<file path="config.mk">
export PLATFORM = sky130hd
export DESIGN_NAME = pe_array_dispatch
export DESIGN_NICKNAME = d
export VERILOG_FILES = /design/src/rtl/pe_array_dispatch_pkg.sv /design/src/rtl/pe_array_dispatch_fifo.sv /design/src/rtl/pe_array_dispatch.sv
export SDC_FILE = /design/constraint.sdc
export NUM_CORES = 1
export LEC_CHECK = 0
export CAP_MARGIN = 30
export CORE_AREA = 5 5 528 530
export DETAILED_ROUTE_END_ITERATION = 7
export DIE_AREA = 0 0 533 535
export PLACE_DENSITY_LB_ADDON = 0.15
export SLEW_MARGIN = 20
export SYNTH_ARGS = -nofsm -noshare
export SYNTH_HDL_FRONTEND = slang
export SYNTH_HIERARCHICAL = 1
export SYNTH_SLANG_ARGS = --single-unit
</file>
<file path="constraint.sdc">
create_clock -name clk -period 5.4 [get_ports clk]
set_input_delay 1.08 -clock clk [delete_from_list [all_inputs] [get_ports clk]]
set_output_delay 1.08 -clock clk [all_outputs]
set_load 0.02 [all_outputs]
</file>
<file path="src/rtl/pe_array_dispatch_pkg.sv">
// Shared types, instruction field layout and helper functions for the PE array dispatcher.
package pe_array_dispatch_pkg;

  // Instruction word and readback geometry.
  localparam int INST_W  = 64;
  localparam int BATCH   = 2;
  localparam int RES_W   = 16;
  localparam int PE_ID_W = 6;
  localparam int CNT_W   = 8;
  localparam int PAD_W   = 4;

  // Bit offsets of every instruction field.
  typedef struct packed {
    int unsigned idx_cnt;
    int unsigned trip_cnt;
    int unsigned pad_code;
    int unsigned pe_id;
    int unsigned is_new;
    int unsigned cut_y;
    int unsigned bcast;
  } ins_const_t;

  localparam ins_const_t INS_CONST = '{
    idx_cnt:  32'd32,
    trip_cnt: 32'd40,
    pad_code: 32'd48,
    pe_id:    32'd52,
    is_new:   32'd58,
    cut_y:    32'd59,
    bcast:    32'd60
  };

  // Fully decoded instruction.
  typedef struct packed {
    logic               bcast;
    logic               cut_y;
    logic               is_new;
    logic [PE_ID_W-1:0] pe_id;
    logic [PAD_W-1:0]   pad_code;
    logic [CNT_W-1:0]   trip_cnt;
    logic [CNT_W-1:0]   idx_cnt;
  } ins_dec_t;

  // Parameters handed to the PEs alongside start.
  typedef struct packed {
    logic [CNT_W-1:0] idx_cnt;
    logic [CNT_W-1:0] trip_cnt;
    logic [PAD_W-1:0] pad_code;
    logic             is_new;
    logic             cut_y;
  } issue_param_t;

  // Global bit-width helper: bits needed to hold the value n itself.
  function automatic int bw(input int unsigned n);
    return (n == 32'd0) ? 1 : $clog2(n + 32'd1);
  endfunction

  // Split an instruction word into its fields.
  function automatic ins_dec_t decode_ins(input logic [INST_W-1:0] ins);
    ins_dec_t d;
    d.idx_cnt  = ins[INS_CONST.idx_cnt  +: CNT_W];
    d.trip_cnt = ins[INS_CONST.trip_cnt +: CNT_W];
    d.pad_code = ins[INS_CONST.pad_code +: PAD_W];
    d.pe_id    = ins[INS_CONST.pe_id    +: PE_ID_W];
    d.is_new   = ins[INS_CONST.is_new];
    d.cut_y    = ins[INS_CONST.cut_y];
    d.bcast    = ins[INS_CONST.bcast];
    return d;
  endfunction

endpackage

</file>
<file path="src/rtl/pe_array_dispatch_fifo.sv">
// Synchronous instruction FIFO with wrap-around pointers; a written entry is visible at the head one cycle later.
module ins_fifo #(
  parameter int DEPTH = 4,
  parameter int W     = 64,
  localparam int AW   = $clog2(DEPTH)
) (
  input  logic          clk,
  input  logic          rst,
  input  logic          push,
  input  logic [W-1:0]  push_data,
  input  logic          pop,
  output logic [W-1:0]  head,
  output logic          full,
  output logic          empty,
  output logic [AW:0]   count
);

  logic [W-1:0]  mem_r [DEPTH];
  logic [AW-1:0] wr_ptr_r;
  logic [AW-1:0] rd_ptr_r;
  logic [AW:0]   count_r;
  logic          do_push_s;
  logic          do_pop_s;

  assign full  = (count_r == (AW+1)'(DEPTH));
  assign empty = (count_r == '0);
  assign count = count_r;
  assign head  = mem_r[rd_ptr_r];

  // Qualify requests so a full FIFO never overwrites and an empty one never underflows.
  always_comb begin
    do_push_s = push & ~full;
    do_pop_s  = pop & ~empty;
  end

  // Storage array; contents need no reset because count gates visibility.
  always_ff @(posedge clk) begin
    if (do_push_s) begin
      mem_r[wr_ptr_r] <= push_data;
    end else begin
      mem_r[wr_ptr_r] <= mem_r[wr_ptr_r];
    end
  end

  // Pointer and occupancy bookkeeping; pointers wrap naturally at DEPTH.
  always_ff @(posedge clk) begin
    if (rst) begin
      wr_ptr_r <= '0;
      rd_ptr_r <= '0;
      count_r  <= '0;
    end else begin
      if (do_push_s) wr_ptr_r <= wr_ptr_r + AW'(1'b1);
      else           wr_ptr_r <= wr_ptr_r;
      if (do_pop_s)  rd_ptr_r <= rd_ptr_r + AW'(1'b1);
      else           rd_ptr_r <= rd_ptr_r;
      case ({do_push_s, do_pop_s})
        2'b10:   count_r <= count_r + (AW+1)'(1'b1);
        2'b01:   count_r <= count_r - (AW+1)'(1'b1);
        default: count_r <= count_r;
      endcase
    end
  end

endmodule

</file>
<file path="src/rtl/pe_array_dispatch.sv">
// Instruction dispatcher for the PE array: buffers instructions, issues per-PE start pulses
// once all targeted PEs are free, tracks busy state and provides a registered readback mux.
module pe_array_dispatch
  import pe_array_dispatch_pkg::*;
#(
  parameter int  PE_NUM     = 32,
  parameter int  GRP_SIZE   = 4,
  parameter int  FIFO_DEPTH = 4,
  parameter int  RD_W       = BATCH * RES_W,
  localparam int GRP_NUM    = PE_NUM / GRP_SIZE,
  localparam int SEL_W      = bw(GRP_NUM)
) (
  input  logic                              clk,
  input  logic                              rst,
  input  logic [3:0]                        layer_type,
  input  logic [INST_W-1:0]                 ins,
  input  logic                              ins_valid,
  output logic                              ins_ready,
  input  logic [PE_NUM-1:0]                 done,
  output logic [PE_NUM-1:0]                 start,
  output logic [7:0]                        idx_cnt,
  output logic [7:0]                        trip_cnt,
  output logic [3:0]                        pad_code,
  output logic                              is_new,
  output logic                              cut_y,
  output logic [PE_NUM-1:0]                 busy,
  output logic                              all_idle,
  output logic                              err_pe_id,
  input  logic [SEL_W-1:0]                  rd_sel,
  input  logic                              rd_en,
  input  logic [GRP_NUM*GRP_SIZE*RD_W-1:0]  grp_rd_data,
  output logic [GRP_SIZE*RD_W-1:0]          rd_data,
  output logic                              rd_valid
);

  localparam int SL = GRP_SIZE * RD_W;
  localparam int CW = $clog2(FIFO_DEPTH) + 1;
  localparam logic [PE_NUM-1:0] ONE_PE   = PE_NUM'(1'b1);
  localparam logic [PE_NUM-1:0] GRP_ONES = PE_NUM'({GRP_SIZE{1'b1}});

  typedef struct packed {
    logic              oor;
    logic [PE_NUM-1:0] mask;
  } target_t;

  // Target mask and range check for one instruction under the given mode.
  function automatic target_t target(input ins_dec_t d, input logic single);
    target_t t;
    t.oor  = 1'b0;
    t.mask = '0;
    if (d.bcast) begin
      t.mask = '1;
    end else if (single) begin
      if (32'(d.pe_id) >= 32'(PE_NUM)) t.oor  = 1'b1;
      else                             t.mask = ONE_PE << d.pe_id;
    end else begin
      if (32'(d.pe_id) >= 32'(GRP_NUM)) t.oor  = 1'b1;
      else                              t.mask = GRP_ONES << (32'(d.pe_id) * 32'(GRP_SIZE));
    end
    return t;
  endfunction

  logic [INST_W-1:0] head_s;
  logic              fifo_full_s;
  logic              fifo_empty_s;
  logic [CW-1:0]     fifo_count_s;
  ins_dec_t          head_dec_s;
  target_t           tgt_s;
  logic              go_s;
  logic              issue_s;
  logic              drop_s;
  logic [SL-1:0]     rd_mux_s;
  logic              unused_bits_s;

  logic [PE_NUM-1:0] start_r;
  logic [PE_NUM-1:0] busy_r;
  issue_param_t      param_r;
  logic              err_r;
  logic [SL-1:0]     rd_data_r;
  logic              rd_valid_r;

  ins_fifo #(
    .DEPTH (FIFO_DEPTH),
    .W     (INST_W)
  ) u_fifo (
    .clk       (clk),
    .rst       (rst),
    .push      (ins_valid),
    .push_data (ins),
    .pop       (go_s),
    .head      (head_s),
    .full      (fifo_full_s),
    .empty     (fifo_empty_s),
    .count     (fifo_count_s)
  );

  assign head_dec_s    = decode_ins(head_s);
  assign unused_bits_s = ^{layer_type[3:1], head_s[31:0], head_s[INST_W-1:61]};

  // Dispatch decision: head leaves when its targets are free (done bypassed); out-of-range heads are dropped.
  always_comb begin
    tgt_s = target(head_dec_s, layer_type[0]);
    if (!fifo_empty_s && ((busy_r & ~done & tgt_s.mask) == '0)) begin
      go_s = 1'b1;
    end else begin
      go_s = 1'b0;
    end
    issue_s = go_s & ~tgt_s.oor;
    drop_s  = go_s & tgt_s.oor;
  end

  // Start pulses, busy bitmap, issued parameters and the sticky range-error flag.
  always_ff @(posedge clk) begin
    if (rst) begin
      start_r <= '0;
      busy_r  <= '0;
      param_r <= '0;
      err_r   <= 1'b0;
    end else begin
      start_r <= issue_s ? tgt_s.mask : '0;
      busy_r  <= (busy_r & ~done) | (issue_s ? tgt_s.mask : '0);
      if (issue_s) begin
        param_r.idx_cnt  <= head_dec_s.idx_cnt;
        param_r.trip_cnt <= head_dec_s.trip_cnt;
        param_r.pad_code <= head_dec_s.pad_code;
        param_r.is_new   <= head_dec_s.is_new;
        param_r.cut_y    <= head_dec_s.cut_y;
      end else begin
        param_r <= param_r;
      end
      err_r <= err_r | drop_s;
    end
  end

  // Group select for readback; unselectable groups read as zero.
  always_comb begin
    rd_mux_s = '0;
    for (int g = 0; g < GRP_NUM; g++) begin
      if (rd_sel == SEL_W'(g)) rd_mux_s = grp_rd_data[g*SL +: SL];
      else                     rd_mux_s = rd_mux_s;
    end
  end

  // Registered readback with valid strobe; data holds when not reading.
  always_ff @(posedge clk) begin
    if (rst) begin
      rd_data_r  <= '0;
      rd_valid_r <= 1'b0;
    end else if (rd_en) begin
      rd_data_r  <= rd_mux_s;
      rd_valid_r <= 1'b1;
    end else begin
      rd_data_r  <= rd_data_r;
      rd_valid_r <= 1'b0;
    end
  end

  assign ins_ready = ~fifo_full_s;
  assign all_idle  = (fifo_count_s == '0) && (busy_r == '0);
  assign start     = start_r;
  assign busy      = busy_r;
  assign idx_cnt   = param_r.idx_cnt;
  assign trip_cnt  = param_r.trip_cnt;
  assign pad_code  = param_r.pad_code;
  assign is_new    = param_r.is_new;
  assign cut_y     = param_r.cut_y;
  assign err_pe_id = err_r;
  assign rd_data   = rd_data_r;
  assign rd_valid  = rd_valid_r;

endmodule

</file>
==> results_dict.tcl <==
set metrics [dict create \
    status "completed" \
    dieArea_sq_um 285000 \
    vias_per_cell 3.23 \
    grt_start_max_net_pins 80 \
    p_int_mw 7.64 \
    endpoint "u_fifo/count[2]" \
    cp_max_fo 11 \
    p_comb_frac 0.407 \
    synth_fp_nets 3012 \
    drc 0 \
    powerDensity_nw_per_um2 307 \
    pwr-share-clk 0.315 \
    cp_slowest_cell "mux4_2" \
    grt_usage 0.134 \
    p_leak_nw 13.1 \
    arrival_ns 5.33 \
    htreeDepth 2 \
    crit_chain "mux4_2 > and4b_1 > a221oi_1 > nor3b_1 > or3_1 > nor4_2 > and3_1 > o31ai_1 > inv_1 > ha_1 > inv_1 > fa_1 > xor2_1 > or3_1 > a21oi_1" \
    tns_ns 0 \
    cts.reportedPaths.clkPinSlew_ns 0.06 \
    clock_latency_ns 0.67 \
    netlist_instances 1874 \
    synth.yosys.warnings 6 \
    route.vias.total 21900 \
    critical_path_class "reg2reg" \
    final_common_cell "clkdlybuf4s50_1" \
    ios 1350 \
    antenna_found_initial 112 \
    fin_nets 4268 \
    rsz0062_at_grt "false" \
    layout_common_cells "1307 x clkdlybuf4s50_1, 223 x dfxtp_1, 199 x nor2_1" \
    finalSetupViolations 0 \
    period_minus_slack_ns 4.77 \
    period_share 0.883 \
    worst_path_dominant_cell_family "simple AND/OR/NAND/NOR gates" \
    drt_wl_total_microns 200000 \
    cp.required_ns 5.97 \
    placedCellCount 6664 \
    maxSlewHeadroom 0.178 \
    switching_share 0.367 \
    ant_nets 0 \
    ir_worst_vdd_uv 357 \
    final-hold-violation-count 0 \
    globalplace.congestion 0.804 \
    wire_per_inst_microns 29.5 \
    core_sq_um 273000 \
    drtIter0Drc 1392 \
    dr.pass1.iters 5 \
    max_cap_violations 0 \
    crit_buf_inv 2 \
    hold_ws_ns 0.459 \
    p_sw_mw 4.44 \
    endpoint_kind "register" \
    instances_no_fill 6781 \
    grt_pass1_wl_microns 253000 \
    finalInstanceArea_sq_um 39300 \
    row_count 192 \
    cts_resized 0 \
    synthToLayoutAreaGrowth_pct 99.0 \
    start_util 0.0725 \
    clk_path_buf_depth 3 \
    placed_area_sq_um 37400 \
    worstRegToRegCells 15 \
    worstSetupStartpointType "register" \
    cts-buffers-inserted 53 \
    hold_path_class "reg2reg" \
    r2r_slack_ns 0.63 \
    cpPeakStageDelay_ns 0.69 \
    hold_buffers 0 \
    skew_ns 0.0349 \
    grt_pass1_vias 23300 \
    gr-total-overflow 0 \
    cts-root-buf "clkbuf_16" \
    die_h_microns 535 \
    dp_hpwl_microns 170000 \
    port_buffers 1311 \
    netlist_area_sq_um 19800 \
    tightest_slew_ns 1.20 \
    dieWidth_microns 533 \
    max_freq_mhz 210 \
    cp.depth 15 \
    seq_power_share 0.278 \
    drive_gt1_frac 0.112 \
    final_max_slew_viol_count 0 \
    syn_area_per_cell_sq_um 10.6 \
    post-route-util 0.144 \
    reg2reg_to "u_fifo/count[2]" \
    cts_tree "built" \
    cts_num_sinks 341 \
    postCtsSetupRepairBufs 0 \
]
sequential cells by signal, summed over array words and instances (netlist names), named ones only:
name / flops
err_pe_id: 1
u_fifo/count: 3
trip_cnt: 8
cut_y: 1
u_fifo/rd_ptr_r: 2
pad_code: 4
u_fifo/mem_r: 116
is_new: 1
rd_valid: 1
rd_data: 128
busy: 32
start: 32
u_fifo/wr_ptr_r: 2
idx_cnt: 8
metal layers:
| metal | GRT usage | wire [microns] | vias up |
|---|---|---|---|
| met2 | 0.244 | 102000 | 1032 |
| met3 | 0.0518 | 18700 | 233 |
| met5 | 0 | 385 | - |
| met1 | 0.147 | 74900 | 10700 |
| met4 | 0.0256 | 3960 | 58 |
| li1 | - | - | 9862 |
worst min-delay path: stages, from the launching register on:
cell and delay (ns):
dfxtp_1 0.31, nand2_1 0.05, mux2i_1 0.05
worst min-delay path by stage:
stage / startpoint / endpoint / depth (start not counted)
after CTS: cut_y / cut_y / 2
after global placement: pad_code[2] / pad_code[2] / 2
after global routing: pad_code[2] / pad_code[2] / 2
after floorplan: u_fifo/rd_ptr_r[1] / register / 2
after detailed placement: idx_cnt[6] / idx_cnt[6] / 2
final: cut_y / cut_y / 2
power by group through the flow:
stage	registers [mW]	logic, mW	clock network (mW)
after floorplan	3.65	1.93	0
after global placement	3.44	5.02	0
after detailed placement	3.43	5.02	0
after CTS	3.38	5.05	4.02
after global routing	3.42	5.25	4.10
final	3.36	4.91	3.80
per-stage QoR:
| stage | worst slack [ns] | power (mW) |
|---|---|---|
| floorplan | 1.09 | 5.58 |
| global placement | 0.292 | 8.46 |
| detailed placement | 0.295 | 8.45 |
| CTS | 0.632 | 12.5 |
| global route | 0.375 | 12.8 |
| finish | 0.634 | 12.1 |
cell type report:
type                    count  area (sq um)
fillers                 30700        234000
repair buffers           1397         14000
multi-input cells        1322         10900
flip-flops and latches    341          7990
well taps                3589          4490
clock buffers              67          1490
clock inverters            32           394
inverters                  15          56.3
diodes                     18          45.0
(Power assumes the default switching activity.)
